===== config.mk =====
export PLATFORM = sky130hd
export DESIGN_NAME = sseg_scan_driver
export DESIGN_NICKNAME = d
export VERILOG_FILES = /design/src/rtl/sseg_pkg.sv /design/src/rtl/hex7seg_dec.sv /design/src/rtl/sseg_scan_driver.sv
export SDC_FILE = /design/constraint.sdc
export NUM_CORES = 1
export LEC_CHECK = 0
export CAP_MARGIN = 20
export CORE_ASPECT_RATIO = 1.75
export CORE_MARGIN = 1.5
export CORE_UTILIZATION = 55
export CTS_BUF_LIST = sky130_fd_sc_hd__clkbuf_4
export DETAILED_ROUTE_END_ITERATION = 16
export DONT_BUFFER_PORTS = 1
export GPL_TIMING_DRIVEN = 0
export PLACE_DENSITY_LB_ADDON = 0.25
export SETUP_SLACK_MARGIN = 0.4
export SYNTH_ARGS = -nofsm -noshare
export SYNTH_HDL_FRONTEND = slang
export SYNTH_HIERARCHICAL = 1
export SYNTH_SLANG_ARGS = --single-unit
export TNS_END_PERCENT = 1

===== constraint.sdc =====
create_clock -name clk -period 5.07 [get_ports clk]
set_input_delay 0.507 -clock clk [delete_from_list [all_inputs] [get_ports clk]]
set_output_delay 0.507 -clock clk [all_outputs]
set_load 0.05 [all_outputs]

===== src/rtl/sseg_pkg.sv =====
// Shared constants and types for the seven-segment scan driver.
// Segment vectors are ordered abcdefg, active-low.
package sseg_pkg;

    localparam logic [0:6] SEG_OFF = 7'b1111111;
    localparam logic [3:0] AN_OFF  = 4'b1111;

    localparam logic [0:6] SEG_HEX [16] = '{
        7'b0000001, 7'b1001111, 7'b0010010, 7'b0000110,
        7'b1001100, 7'b0100100, 7'b0100000, 7'b0001111,
        7'b0000000, 7'b0000100, 7'b0001000, 7'b1100000,
        7'b0110001, 7'b1000010, 7'b0110000, 7'b0111000
    };

    typedef enum logic {
        BLANK,
        DRIVE
    } state_t;

endpackage


===== src/rtl/hex7seg_dec.sv =====
// Hex nibble to active-low abcdefg segment pattern.
// Purely combinational lookup into the shared table.
module hex7seg_dec
    import sseg_pkg::*;
(
    input  logic [3:0] hex,
    output logic [0:6] seg
);

    assign seg = SEG_HEX[hex];

endmodule


===== src/rtl/sseg_scan_driver.sv =====
// 4-digit common-anode scan driver with frame-synchronised shadow data.
// Optional LEADING_ZERO_BLANK_EN suppresses leading zero digits.
module sseg_scan_driver
    import sseg_pkg::*;
#(
    parameter int CLK_DIV   = 50000,
    parameter int BLANK_CYC = 500
) (
    input  logic        clk,
    input  logic        rst,
    input  logic [15:0] data_in,
    input  logic        load,
    output logic [0:6]  sseg,
    output logic [3:0]  an,
    output logic        frame_done
);

    localparam int PW = (CLK_DIV > 1) ? $clog2(CLK_DIV) : 1;
    localparam int BW = $clog2(BLANK_CYC + 1);

    state_t        state, stateNext;
    logic [1:0]    idx, idxNext;
    logic [PW-1:0] prescaler;
    logic [BW-1:0] bcnt, bcntNext;
    logic [15:0]   shadow, shadowNext;
    logic [15:0]   pending;
    logic          pendV;
    logic          tick, wrap;
    logic [3:0]    nibble;
    logic [0:6]    decSeg;
    logic          blankDigit;
    logic [3:0]    anNext;
    logic [0:6]    segNext;

    assign tick   = (prescaler == PW'(CLK_DIV - 1));
    assign wrap   = tick && (idx == 2'd3);
    assign nibble = shadowNext[{idxNext, 2'b00} +: 4];

    hex7seg_dec uDec (
        .hex (nibble),
        .seg (decSeg)
    );

    always_comb begin
        stateNext  = state;
        idxNext    = idx;
        bcntNext   = bcnt;
        shadowNext = shadow;
        if (tick) begin
            idxNext   = idx + 2'd1;
            stateNext = BLANK;
            bcntNext  = '0;
        end else begin
            unique case (state)
                BLANK: begin
                    if (bcnt == BW'(BLANK_CYC - 1)) stateNext = DRIVE;
                    else bcntNext = bcnt + BW'(1);
                end
                DRIVE: ;
            endcase
        end
        // A load on the wrap cycle itself takes effect this frame.
        if (wrap) begin
            if (load)       shadowNext = data_in;
            else if (pendV) shadowNext = pending;
        end
    end

`ifdef LEADING_ZERO_BLANK_EN
    assign blankDigit = (idxNext != 2'd0)
                     && ((shadowNext >> {idxNext, 2'b00}) == 16'h0000);
`else
    assign blankDigit = 1'b0;
`endif

    always_comb begin
        anNext  = AN_OFF;
        segNext = SEG_OFF;
        if (stateNext == DRIVE) begin
            anNext  = ~(4'b0001 << idxNext);
            segNext = blankDigit ? SEG_OFF : decSeg;
        end
    end

    always_ff @(posedge clk or negedge rst) begin
        if (!rst) begin
            state      <= BLANK;
            idx        <= 2'd0;
            prescaler  <= '0;
            bcnt       <= '0;
            shadow     <= 16'h0000;
            pending    <= 16'h0000;
            pendV      <= 1'b0;
            sseg       <= SEG_OFF;
            an         <= AN_OFF;
            frame_done <= 1'b0;
        end else begin
            state      <= stateNext;
            idx        <= idxNext;
            bcnt       <= bcntNext;
            shadow     <= shadowNext;
            prescaler  <= tick ? '0 : prescaler + PW'(1);
            sseg       <= segNext;
            an         <= anNext;
            frame_done <= wrap;
            if (wrap) begin
                pendV <= 1'b0;
            end else if (load) begin
                pending <= data_in;
                pendV   <= 1'b1;
            end
        end
    end

endmodule


Word level (Yosys, flattened, before mapping)

Memories as Yosys holds them, arrays and structs flattened.
Index checks and enable logic that the tools add are counted.

Memories: 1
Output and inout port bits: 12
Input bits: 19
Register bits: 73
Memory bits (read-only): 112
Word-level logic and storage cells: 46

Memory list:

| memory          | words | width | read ports | clocked after memory_dff | write ports | line              | source |
|---|---|---|---|---|---|---|---|
| (no name shown) | 16    | 7     | 1          | 0                        | 0           | hex7seg_dec.sv:10 | `assign seg = SEG_HEX[hex];` |

Reduce and logical (&&, ||, !) cells: 4
Bitwise logic cells: 3
Add/subtract/negate cells: 3
Eq/ne operators: 5
Magnitude comparators: 1
Multiplexer cells: 17
Shift-type cells: 2

Operator list:

| kind                  | number |
|---|---|
| $mux 16               | 4 |
| $mux 9                | 3 |
| $mux 7                | 3 |
| $add 16x1->16 const B | 1 |
| $eq 16x16->1 const B  | 1 |
| $shiftx 16x5->4       | 1 |
| $add 9x1->9 const B   | 1 |
| $eq 9x9->1 const B    | 1 |
| $ge 5x5->1 const B    | 1 |
| $mux 1                | 5 |
| $not 4->5             | 1 |
| $mux 4                | 1 |
| $not 4->4             | 1 |
| $reduce_and 2->1      | 2 |
| $shl 1x2->4 const A   | 1 |
| $add 2x1->2 const B   | 1 |
| $eq 2x2->1 const B    | 1 |
| $mux 2                | 1 |
| $ne 2x1->1 const B    | 1 |
| $ne 2x2->1 const B    | 1 |
| $reduce_bool 2->1     | 1 |
| $logic_and 1x1->1     | 1 |
| $not 1->1             | 1 |

Longest topological paths before layout

Depth in word-level cells: 9
Depth in mapped cells: 17
Mapped depth without buffers: 14

Hierarchy

The synthesis kept the hierarchy.

Modules (own cells, without submodules):

| module           | area an instance (um^2) | seq. area each (um^2) | cells each | times used |
|---|---|---|---|---|
| sseg_scan_driver | 3498.4                  | 1840.5                | 329        | 1 |
| hex7seg_dec      | 262.8                   | 0.0                   | 31         | 1 |

Worst setup path after synthesis

OpenSTA, ideal clock, no wires.

Path type: register to register
Start point: register prescaler[5]
End point: register sseg[3] in the netlist's numbering
Path buffers: 2
Clock period less this slack: 3.760 ns
Slack: 1.310 ns
Data arrival time: 3.672 ns
Stages on the path, launching flop included: 15
Required time: 4.982 ns
Cell sequence: dfrtp_1 or4b_4 or4_1 buf_2 clkinv_4 buf_6 nand3_1 nand3_2 mux2i_1 o211ai_1 inv_1 ha_1 inv_1 mux4_1 or3_1

Word-level cells in the longest chain between the ends: 9
Elaborated cells on any way between the ends: 11
Those cells by class: eq/ne: 1; shift: 1; mux: 6; bitwise: 1; reduce/logical: 1; memory: 1

Ends and longest elaborated chain:

| element                                    | line                    | source |
|---|---|---|
| start, declared                            | sseg_scan_driver.sv:23  | `logic [PW-1:0] prescaler;` |
| start signal, assigned                     | sseg_scan_driver.sv:102 | `prescaler <= tick ? '0 : prescaler + PW'(1);` |
| $eq 16x16->1                               | sseg_scan_driver.sv:35  | `assign tick = (prescaler == PW'(CLK_DIV - 1));` |
| $logic_and 1x1->1                          | sseg_scan_driver.sv:36  | `assign wrap = tick && (idx == 2'd3);` |
| $mux 16                                    | sseg_scan_driver.sv:63  | `if (wrap) begin` |
| net shadowNext[0]                          | sseg_scan_driver.sv:25  | `logic [15:0] shadow, shadowNext;` |
| $shiftx 16x5->4                            | sseg_scan_driver.sv:37  | `assign nibble = shadowNext[{idxNext, 2'b00} +: 4];` |
| net nibble[0]                              | sseg_scan_driver.sv:29  | `logic [3:0] nibble;` |
| $not 4->5 (implied by the code)            | hex7seg_dec.sv:10       |  |
| $mem_v2 16x7                               | -                       |  |
| $mux 7 (implied by the code) (2 in series) | hex7seg_dec.sv:10       |  |
| net decSeg (one bit)                       | sseg_scan_driver.sv:30  | `logic [0:6] decSeg;` |
| $mux 7                                     | sseg_scan_driver.sv:79  | `if (stateNext == DRIVE) begin` |
| net segNext (one bit)                      | sseg_scan_driver.sv:33  | `logic [0:6] segNext;` |
| end signal, assigned                       | sseg_scan_driver.sv:103 | `sseg <= segNext;` |
| end, declared                              | sseg_scan_driver.sv:13  | `output logic [0:6] sseg,` |

The timed path passes the listed nets, and every way through them passes these cells. The select of a mux whose other input is x is not followed.
A chain may end at the register's enable or synchronous reset.

Final worst setup path

Start point: register prescaler[10]
End point: register sseg[3] in the netlist's numbering

Word-level cells in the longest chain between the ends: 9
Elaborated cells on any way between the ends: 11
Those cells by class: eq/ne: 1; shift: 1; mux: 6; bitwise: 1; reduce/logical: 1; memory: 1

Ends and longest elaborated chain:

| element                                    | line                   | source |
|---|---|---|
| $eq 16x16->1                               | sseg_scan_driver.sv:35 |  |
| $logic_and 1x1->1                          | sseg_scan_driver.sv:36 |  |
| net wrap                                   | sseg_scan_driver.sv:28 | `logic tick, wrap;` |
| $mux 16                                    | sseg_scan_driver.sv:63 |  |
| net shadowNext[8]                          | sseg_scan_driver.sv:25 |  |
| $shiftx 16x5->4                            | sseg_scan_driver.sv:37 |  |
| net nibble[0]                              | sseg_scan_driver.sv:29 |  |
| $not 4->5 (implied by the code)            | hex7seg_dec.sv:10      |  |
| $mem_v2 16x7                               | -                      |  |
| $mux 7 (implied by the code) (2 in series) | hex7seg_dec.sv:10      |  |
| net decSeg (one bit)                       | sseg_scan_driver.sv:30 |  |
| $mux 7                                     | sseg_scan_driver.sv:79 |  |
| net segNext (one bit)                      | sseg_scan_driver.sv:33 |  |

The timed path passes the listed nets, and every way through them passes these cells. The select of a mux whose other input is x is not followed.

==> impl_metrics.yaml <==
run_status:
  status: "finished, final reports clean"
synth:
  seq_area_frac_synth: 0.489
  syn-instance-count: 360
  synth_nets: 389
  synth-adder-area-share: 0.0333
  synth_compound_area_frac: 0.119
  synth-xor-area-share: 0.0396
  avgSynthCellArea_um2: 10.4
  synth_top_family_by_area: "simple AND/OR/NAND/NOR gates"
  synth-simple-area-share: 0.191
  synthDistinctLibCells: 50
  yosysWarningCount: 6
  muxShareOfSynthArea: 0.0842
  synth-seq-cells: 73
  synth_area_mm2: 0.00376
critical_path:
  max_stage_delay_ps: 600
  crit_path_start_kind: "flip-flop"
  worstSetupPathType: "flip-flop to flip-flop"
  r2r_start: "prescaler[10]"
  cpMostUsedCell: "inv_1"
  cp_data_arrival_time_ps: 4630
  required_ps: 5410
  crit_start: "prescaler[10]"
  cp_max_fo: 10
  crit_slowest_cell: "or4b_4"
  crit_path_end_kind: "flip-flop"
  cp_cell_sequence: "or4b_4, or4_1, buf_2, clkinv_4, buf_6, nand3_1, nand3_2, mux2i_1, o211ai_1, inv_1, ha_1, inv_1, mux4_1, or3_1"
  reg2reg_depth: 14
routing:
  wl_per_cell_um: 17.2
  ant_nets: 0
  wl_mm: 7.91
  detail_route.iter0.violations: 155
  drtPass1Iterations: 5
  via_per_inst: 6.05
  vias: 2785
  drc: 0
die:
  fp.dieH_um: 112
  die_w_um: 65.5
  io_pins: 31
  std_cell_rows: 39
  start_util: 0.571
  die-area_mm2: 0.00736
  coreArea_mm2: 0.00659
power:
  p_leak_nw: 1.71
  ir_worst_vdd_mv: 0.144
  power_density_mw_per_mm2: 248
timing:
  worst-slew-pin-transition_ps: 730
  period_share: 0.847
  period_minus_slack_ps: 4290
  hold_viol: 0
  max_slew_margin: 0.509
  rsz0062_at_grt: "no"
  finClkSkew_ps: 19.0
  report.final.slew_viol_count: 0
  finalSetupViolCount: 0
  max_freq_ghz: 0.233
  fin_tns_setup_ps: 0
placement:
  place.gp.congestion: 0.824
  place_inst: 442
  portBuffers: 0
  dp_hpwl_mm: 5.76
grt:
  antenna_found_initial: 0
  grt_use_met1: 0.238
  grt_max_degree: 74
  grt_pass1_vias: 2870
  top_usage_layer: "met2"
  grt.met3_usage: 0.0461
  overflow: 0
  use_met2: 0.433
  grt_usage: 0.231
  grt_pass1_wl_mm: 13.0
cells_and_area:
  finalNetCount: 402
  insertedDiodeCount: 0
  area_growth_pct: 7.19
  drive_above_1_share: 0.185
  layout.cells.non_filler: 460
  mostFrequentLayoutCells: "dfrtp_1, nand2_1, nand3_1"
  final_common_cell: "dfrtp_1"
cts:
  root_buffer: "clkbuf_4"
  post_cts_resized: 0
  clk_latency_ps: 430
  clock_path_buffers: 2
  path_clk_slew_ps: 110
  cts_tree: "yes"
  cts_max_level: 3
  cts_made_buffers: 9
  clkSinkCount: 73
worst_hold_path:
  hold_start: "data_in[4]"
  hold_path_depth: 1
  hold_path_class: "input port to flip-flop"
job:
  cap_violations: 0
[Yosys cell counts, drive strengths merged]
master | number | area share
clkinv | 3 | 0.0043
and2 | 1 | 0.0017
nor4b | 1 | 0.0023
xor2 | 10 | 0.023
o21bai | 1 | 0.0020
or2 | 2 | 0.0033
and3 | 3 | 0.0063
nand4 | 3 | 0.0050
o211ai | 5 | 0.011
nand4b | 1 | 0.0023
or4 | 1 | 0.0020
o2bb2ai | 1 | 0.0023
dfrtp | 62 | 0.41
nor4 | 2 | 0.0073
ha | 10 | 0.033
dfstp | 11 | 0.077
clkbuf | 6 | 0.0060
nand3 | 33 | 0.052
nor3 | 7 | 0.0093
mux4 | 1 | 0.0070
nand2b | 3 | 0.0050
a21oi | 12 | 0.016
mux2 | 16 | 0.048
or3 | 15 | 0.025
a31oi | 4 | 0.0067
nor2 | 22 | 0.022
mux2i | 11 | 0.029
xnor2 | 7 | 0.016
o22ai | 17 | 0.028
buf | 12 | 0.023
nand2 | 31 | 0.032
or4b | 2 | 0.0073
o21ai | 16 | 0.022
nor2b | 4 | 0.0067
inv | 10 | 0.010
and4 | 1 | 0.0023
a41oi | 1 | 0.0023
a32oi | 11 | 0.026
a2bb2oi | 1 | 0.0023
[cells by family (layout without fill, tap and decap cells)]
group / count (synthesis) / count (layout)
AOI/OAI and AO/OA: 69 / 69
xor gates and xnor gates: 17 / 17
adders and majority gates: 10 / 10
buffers and inverters: 31 / 49
DFF: 73 / 73
muxes: 28 / 28
and+or+nand+nor: 132 / 132
[worst paths after layout]
path                                      to  slack [ps]
max in group asynchronous              an[2]        4140
worst max-delay path                 sseg[3]         780
worst max register to register       sseg[3]         780
worst min-delay path              pending[4]         220
worst min register to register  prescaler[0]         490
min in group asynchronous             idx[1]         630
[registers in the layout, indices dropped and copies added, names as in the netlist]
name        flops
state           1
pending        16
pendV           1
shadow         16
idx             2
sseg            7
frame_done      1
bcnt            9
prescaler      16
an              4
[through the flow]
stage | cell area, um2 | setup slack [ps] | hold WS, ps | total power, mW | utilization
floorplan | 3760 | 1310 | 211 | 0.640 | -
global placement | 3860 | 890 | 215 | 0.647 | 0.587
detailed placement | 3860 | 808 | 214 | 0.649 | 0.587
CTS | 4030 | 791 | 189 | 1.01 | 0.612
global route | 4030 | 557 | 195 | 1.04 | 0.612
finish | 4030 | 777 | 225 | 0.999 | 0.612
[critical path: cells and delay by family (launching register included)]
kind,cells,cell delay (ps)
fa+ha+maj,1,360
flops,1,440
buf+inv,5,700
mux,2,540
simple gates,5,1690
compound gates,1,490
[layout make-up]
| type | count | area [um2] |
|---|---|---|
| plain buffers | 18 | 109 |
| clock buffers | 11 | 82.6 |
| clock inverters | 5 | 47.5 |
| fillers | 568 | 2560 |
| inverters | 13 | 53.8 |
| multi-input cells | 256 | 1760 |
| flip-flops and latches | 73 | 1840 |
| well taps | 82 | 103 |
| repair buffers | 2 | 37.5 |
[power by group]
part	internal, mW	leakage [nW]	switching, mW
clock	0.157	0.0757	0.190
combinational	0.0212	0.784	0.0262
sequential	0.596	0.852	0.00821
total	0.774	1.71	0.225
[routing by layer]
layer | part of all wire | vias up
met4 | 0.023 | 0
li1 | - | 1333
met2 | 0.56 | 67
met1 | 0.38 | 1367
met3 | 0.031 | 18
met5 | 0 | -
[repair_timing]
action	4_1_cts	5_1_grt
hold buffers	2	0
setup buffers	0	0
endpoints found under the hold margin	73	0
No activity file was read; power rests on OpenSTA's default activity.
